==> src/rtl/disp_pkg.sv <==
// disp_pkg: shared seven-segment types, digit count and hex glyph table for the display bus
package disp_pkg;
  typedef logic [6:0] seg7_t;
  typedef enum logic [1:0] {IDLE, SETTLE, CAPTURED} an_state_e;
  localparam int NUM_DIGITS = 4;
  // Glyphs are {g,f,e,d,c,b,a}, active-high, indexed by hex value 0-F
  localparam seg7_t SEG_GLYPH [16] = '{
    7'h3F, 7'h06, 7'h5B, 7'h4F, 7'h66, 7'h6D, 7'h7D, 7'h07,
    7'h7F, 7'h6F, 7'h77, 7'h7C, 7'h39, 7'h5E, 7'h79, 7'h71
  };
  function automatic logic [1:0] onehot_idx(input logic [3:0] an);
    return {an[3] | an[2], an[3] | an[1]};
  endfunction
endpackage

==> src/rtl/anodo_scan_capture_seg7_to_hex.sv <==
// seg7_to_hex: reverse lookup of a seven-segment glyph into its hex nibble plus a legality flag
module seg7_to_hex
  import disp_pkg::*;
(
  input  seg7_t      glyph,
  output logic [3:0] nibble,
  output logic       valid
);
  // Scan the glyph table; unknown patterns decode to 0 with valid low
  always_comb begin
    nibble = 4'h0;
    valid  = 1'b0;
    for (int k = 0; k < 16; k++)
      if (glyph == SEG_GLYPH[k]) begin
        nibble = 4'(k);
        valid  = 1'b1;
      end
  end
endmodule

==> src/rtl/anodo_scan_capture.sv <==
// anodo_scan_capture: rebuilds 4-digit frames from a multiplexed anode/segment bus (optional decode: SEG2HEX_DECODE_EN)
module anodo_scan_capture
  import disp_pkg::*;
#(
  parameter int SETTLE_CYC  = 4,
  parameter int TIMEOUT_CYC = 100000
) (
  input  logic                        clk,
  input  logic                        reset_n,
  input  logic [3:0]                  AN,
  input  logic [6:0]                  SEG,
  input  logic                        err_clr,
  output seg7_t [NUM_DIGITS-1:0]      digit_seg,
  output logic                        frame_done,
  output logic                        err_onehot,
  output logic                        stale,
  output logic [4*NUM_DIGITS-1:0]     hex,
  output logic [NUM_DIGITS-1:0]       hex_valid
);
  localparam int CW = $clog2(SETTLE_CYC + 1);
  localparam int TW = $clog2(TIMEOUT_CYC + 1);
  logic [3:0] an_q, ref_an, seen;
  seg7_t seg_q, ref_seg;
  seg7_t [NUM_DIGITS-1:0] staging;
  logic [CW-1:0] cnt;
  logic [TW-1:0] tcnt;
  an_state_e state;
  logic one_hot, multi, match, restart, capture, full;
  assign one_hot = an_q != 4'h0 && (an_q & (an_q - 4'h1)) == 4'h0;
  assign multi   = an_q != 4'h0 && !one_hot;
  assign match   = an_q == ref_an && seg_q == ref_seg;
  // Idle, or any change of the sampled bus, is handled as a fresh look at the inputs
  assign restart = state == IDLE || !match;
  assign capture = restart ? (one_hot && SETTLE_CYC == 1)
                           : (state == SETTLE && int'(cnt) + 1 == SETTLE_CYC);
  assign full    = seen == 4'hF;
  assign stale   = tcnt == TW'(TIMEOUT_CYC);
  // Register the raw bus once so every decision sees a single consistent sample
  always_ff @(posedge clk)
    if (!reset_n) begin
      an_q  <= 4'h0;
      seg_q <= '0;
    end else begin
      an_q  <= AN;
      seg_q <= SEG;
    end
  // Settle FSM: count stable cycles of one (anode, segment) pair before capturing it
  always_ff @(posedge clk)
    if (!reset_n) begin
      state   <= IDLE;
      cnt     <= '0;
      ref_an  <= 4'h0;
      ref_seg <= '0;
    end else if (restart) begin
      ref_an  <= an_q;
      ref_seg <= seg_q;
      cnt     <= CW'(1);
      state   <= !one_hot ? IDLE : capture ? CAPTURED : SETTLE;
    end else if (state == SETTLE) begin
      cnt   <= cnt + CW'(1);
      state <= capture ? CAPTURED : SETTLE;
    end
  // Staging and frame assembly; a capture on the publish edge starts the next frame
  always_ff @(posedge clk)
    if (!reset_n) begin
      staging    <= '0;
      seen       <= 4'h0;
      digit_seg  <= '0;
      frame_done <= 1'b0;
    end else begin
      if (capture) staging[onehot_idx(an_q)] <= seg_q;
      seen       <= (full ? 4'h0 : seen) | (capture ? an_q : 4'h0);
      frame_done <= full;
      if (full) digit_seg <= staging;
    end
  // Stale timer restarts on the publish edge so stale drops with frame_done; error flag is set-dominant
  always_ff @(posedge clk)
    if (!reset_n) begin
      tcnt       <= '0;
      err_onehot <= 1'b0;
    end else begin
      tcnt       <= full ? '0 : stale ? tcnt : tcnt + TW'(1);
      err_onehot <= multi | (err_onehot & !err_clr);
    end
`ifdef SEG2HEX_DECODE_EN
  for (genvar i = 0; i < NUM_DIGITS; i++) begin : g_dec
    seg7_to_hex u_dec (
      .glyph  (digit_seg[i]),
      .nibble (hex[4*i +: 4]),
      .valid  (hex_valid[i])
    );
  end
`else
  assign hex       = '0;
  assign hex_valid = '0;
`endif
endmodule

==> config.mk <==
export PLATFORM = sky130hd
export DESIGN_NAME = anodo_scan_capture
export DESIGN_NICKNAME = d
export VERILOG_FILES = /design/src/rtl/disp_pkg.sv /design/src/rtl/anodo_scan_capture_seg7_to_hex.sv /design/src/rtl/anodo_scan_capture.sv
export SDC_FILE = /design/constraint.sdc
export NUM_CORES = 1
export LEC_CHECK = 0
export CORE_MARGIN = 8
export CORE_UTILIZATION = 57
export CTS_CLUSTER_DIAMETER = 40
export DETAILED_ROUTE_END_ITERATION = 8
export PLACE_DENSITY = 0.84
export SYNTH_ARGS = -nofsm -noshare
export SYNTH_HDL_FRONTEND = slang
export SYNTH_SLANG_ARGS = --single-unit
==> constraint.sdc <==
create_clock -name clk -period 3 [get_ports clk]
set_input_delay 0.6 -clock clk [delete_from_list [all_inputs] [get_ports clk]]
set_output_delay 0.6 -clock clk [all_outputs]
set_load 0.02 [all_outputs]
==> flow_summary_export.csv <==
group,metric,value,unit
synth,synth_cell_types,34,
die,die_h,99.9,um
grt,grt_pass1_wl,13.0,mm
critical_path,crit_slowest_cell,"clkdlybuf4s50_1",
synth,synthArstFlopShare,0,
critical_path,critPathRequiredTime,2.40,ns
synth,synth_ff_type,"dfxtp_1",
critical_path,cp_slowest_stage_delay,0.60,ns
pwr,p_leak,1.98,nW
clocking,clock_path_buffers,2,
sta,clock.fmax,363,MHz
sta,tightest_slew,1.21,ns
place,gp_congestion,0.773,
synth,synthTopCellsByArea,"dfxtp_1, mux2i_1, a22o_1",
clocking,cts_made_buffers,9,
clocking,cts_max_level,3,
critical_path,worstPathMaxFanout,5,
clocking,cts_resized,0,
clocking,clk_pin_slew,0.11,ns
critical_path,cp_cell_sequence,"inv_1 -> ha_1 -> nor4b_1 -> nand4_1 -> inv_1 -> clkdlybuf4s50_1",
die,start_util,0.590,
grt,grt_remaining_overflow,0,
place,placedCellCount,514,
synth,synth_top_area_frac,0.529,
place,portBuffers,44,
hold_path,hold_path_class,"flip-flop to flip-flop",
sta,setup-violations-final,0,
place,post-dp-hpwl,5.53,mm
drt,viasPerCell,5.21,
critical_path,worst_setup_path_start_kind,"flip-flop",
sta,fin_tns_setup,0,ns
critical_path,path_class,"flip-flop to output port",
synth,synth-edff-count,0,
clocking,cts_tree,"built",
grt,globalRouteTotalUtil,0.161,
sta,min_period,2.75,ns
synth,post-synth-top-count-cell,"dfxtp_1",
pwr,peakVddDrop,0.370,mV
clocking,hold_buffers,0,
die,core,6790,um2
die,row_count,30,
critical_path,crit_top_cell,"inv_1",
die,dieArea,9980,um2
drt,postRouteAntennaNets,0,
sta,hold_viol,0,
die,ioPinCount,65,
grt,grt_pass1_vias,2746,
hold_path,whs_path_depth,2,
finish,final_cells,530,
sta,finalClockSkew,0.0127,ns
finish,nets,447,
critical_path,worstSetupEndpointType,"output port",
drt,postRouteWirelength,7.83,mm
critical_path,r2r_cells,5,
synth,synth_common_cells,"dfxtp_1, nand2_1, a22o_1",
finish,area_delta_synth_final,15.6,%
sta,slew_violations,0,
place,dpl_worst_slack,0.639,ns
grt,antenna_found_initial,0,
clocking,cts.root.buffer_cell,"clkbuf_8",
synth,synth_compound_area_frac,0.0923,
pwr,total_power,0.00250,W
clocking,clock-sinks,106,
drt,vias,2759,
sta,relSlewSlack,0.190,
drt,drt-initial-drc-count,169,
synth,synthXorXnorAreaFrac,0.0568,
clocking,clock_latency,0.38,ns
sta,setup_ws,0.246,ns
pwr,power_density,540,nW/um2
drt,drt_pass1_iterations,4,
synth,synth_top_family_by_area,"simple AND/OR/NAND/NOR gates",
sta,fin_crit_sh,0.918,
synth,synthesis.area,4010,um2
synth,synth.largest_area_cell,"dfxtp_1",
synth,synthCells,392,
die,die_w,99.9,um
synth,ys_warn_count,0,
synth,synthAdderAreaFrac,0.0125,
synth,synthMuxAreaShare,0.0749,
sta,grt_setup_unrepaired,"false",
finish,postLayoutCoreUtil,0.683,
clocking,cts_setup_buffers,0,
synth,synth-seq-area-share,0.529,
status,outcome,"finished clean",
finish,drive_gt1_frac,0.0530,
drt,wl_per_cell,14.8,um
synth,ys_ff_latch,106,
synth,synth_simple_gate_area_frac,0.158,
critical_path,arrival,2.15,ns
run,maxCapViolations,0,
grt,grt_max_degree,39,
synth,avgSynthCellArea,10.2,um2
finish,n_antenna_cell,0,
drt,drc_errors,0,
## sequential cells by signal, indices dropped and copies added, names as in the netlist
name,cells
digit_seg,28
ref_seg,7
err_onehot,1
an_q,4
tcnt,17
seen,4
seg_q,7
state,2
frame_done,1
cnt,3
staging,28
ref_an,4
## kinds of logic (layout without fill, tap and decap cells)
kind of cell | count (synthesis) | in the layout
AOI/OAI and AO/OA | 48 | 48
xor gates and xnor gates | 26 | 26
adders and majority gates | 4 | 4
buffers and inverters | 53 | 76
DFF | 106 | 106
muxes | 30 | 30
other | 1 | 20
and+or+nand+nor | 124 | 124
## through the flow
step / instance area [um2] / hold WS (ns)
final: 4640 / 0.465
after global routing: 4640 / 0.485
after CTS: 4640 / 0.469
after detailed placement: 4420 / 0.454
after global placement: 4420 / 0.447
after floorplan: 4080 / 0.438
## layout make-up
cell class / count / area (um2)
Tap cell: 96 / 120
Multi-Input combinational cell: 252 / 1660
Clock inverter: 6 / 83.8
Timing Repair Buffer: 47 / 463
Clock buffer: 10 / 138
Sequential cell: 106 / 2120
Fill cell: 540 / 2160
Inverter: 13 / 48.8
## metal layers
layer	track usage	up-vias	part of all wire
met5	0	-	0
met4	0.0664	0	0.018
met3	0.0457	10	0.049
met2	0.272	58	0.49
met1	0.187	1335	0.44
li1	-	1356	-
## report_power, final
group          switching [W]  internal (W)  leakage (nW)
combinational      0.0000773     0.0000494          1.01
sequential         0.0000211       0.00143         0.860
clock               0.000501      0.000429         0.112
## cells in the final DEF, fill, tap and decap left out, types with 3 or more instances in the layout
cell type and instances:
ha_1 4, buf_4 3, clkbuf_8 10, and2_1 17, a22o_1 32, xor2_1 10
inv_1 13, mux2i_1 30, nand4_1 6, nand4b_1 3, nand2_1 44, dfxtp_1 106
nor2_1 21, nand2b_1 3, nor4b_1 3, a21oi_1 9, o21ai_0 4, nor2b_1 3
xnor2_1 16, conb_1 20, nand3b_1 3, nand3_1 7, and3_1 3, clkdlybuf4s50_1 44
or3_1 4
## worst paths after layout
kind	slack, ns	end	start
worst min-delay path	0.47	staging[19]	staging[19]
worst max-delay path	0.25	stale	tcnt[0]
worst min register to register	0.47	staging[19]	staging[19]
worst max register to register	0.72	staging[15]	state[0]
## worst max-delay path: cells and delay by family (launching register included)
family / cells / cell delay [ns]
adder cells (fa/ha/maj): 1 / 0.13
AND/OR/NAND/NOR: 2 / 0.51
buffers and inverters: 3 / 0.78
flip-flops: 1 / 0.37
(Power assumes the default switching activity.)
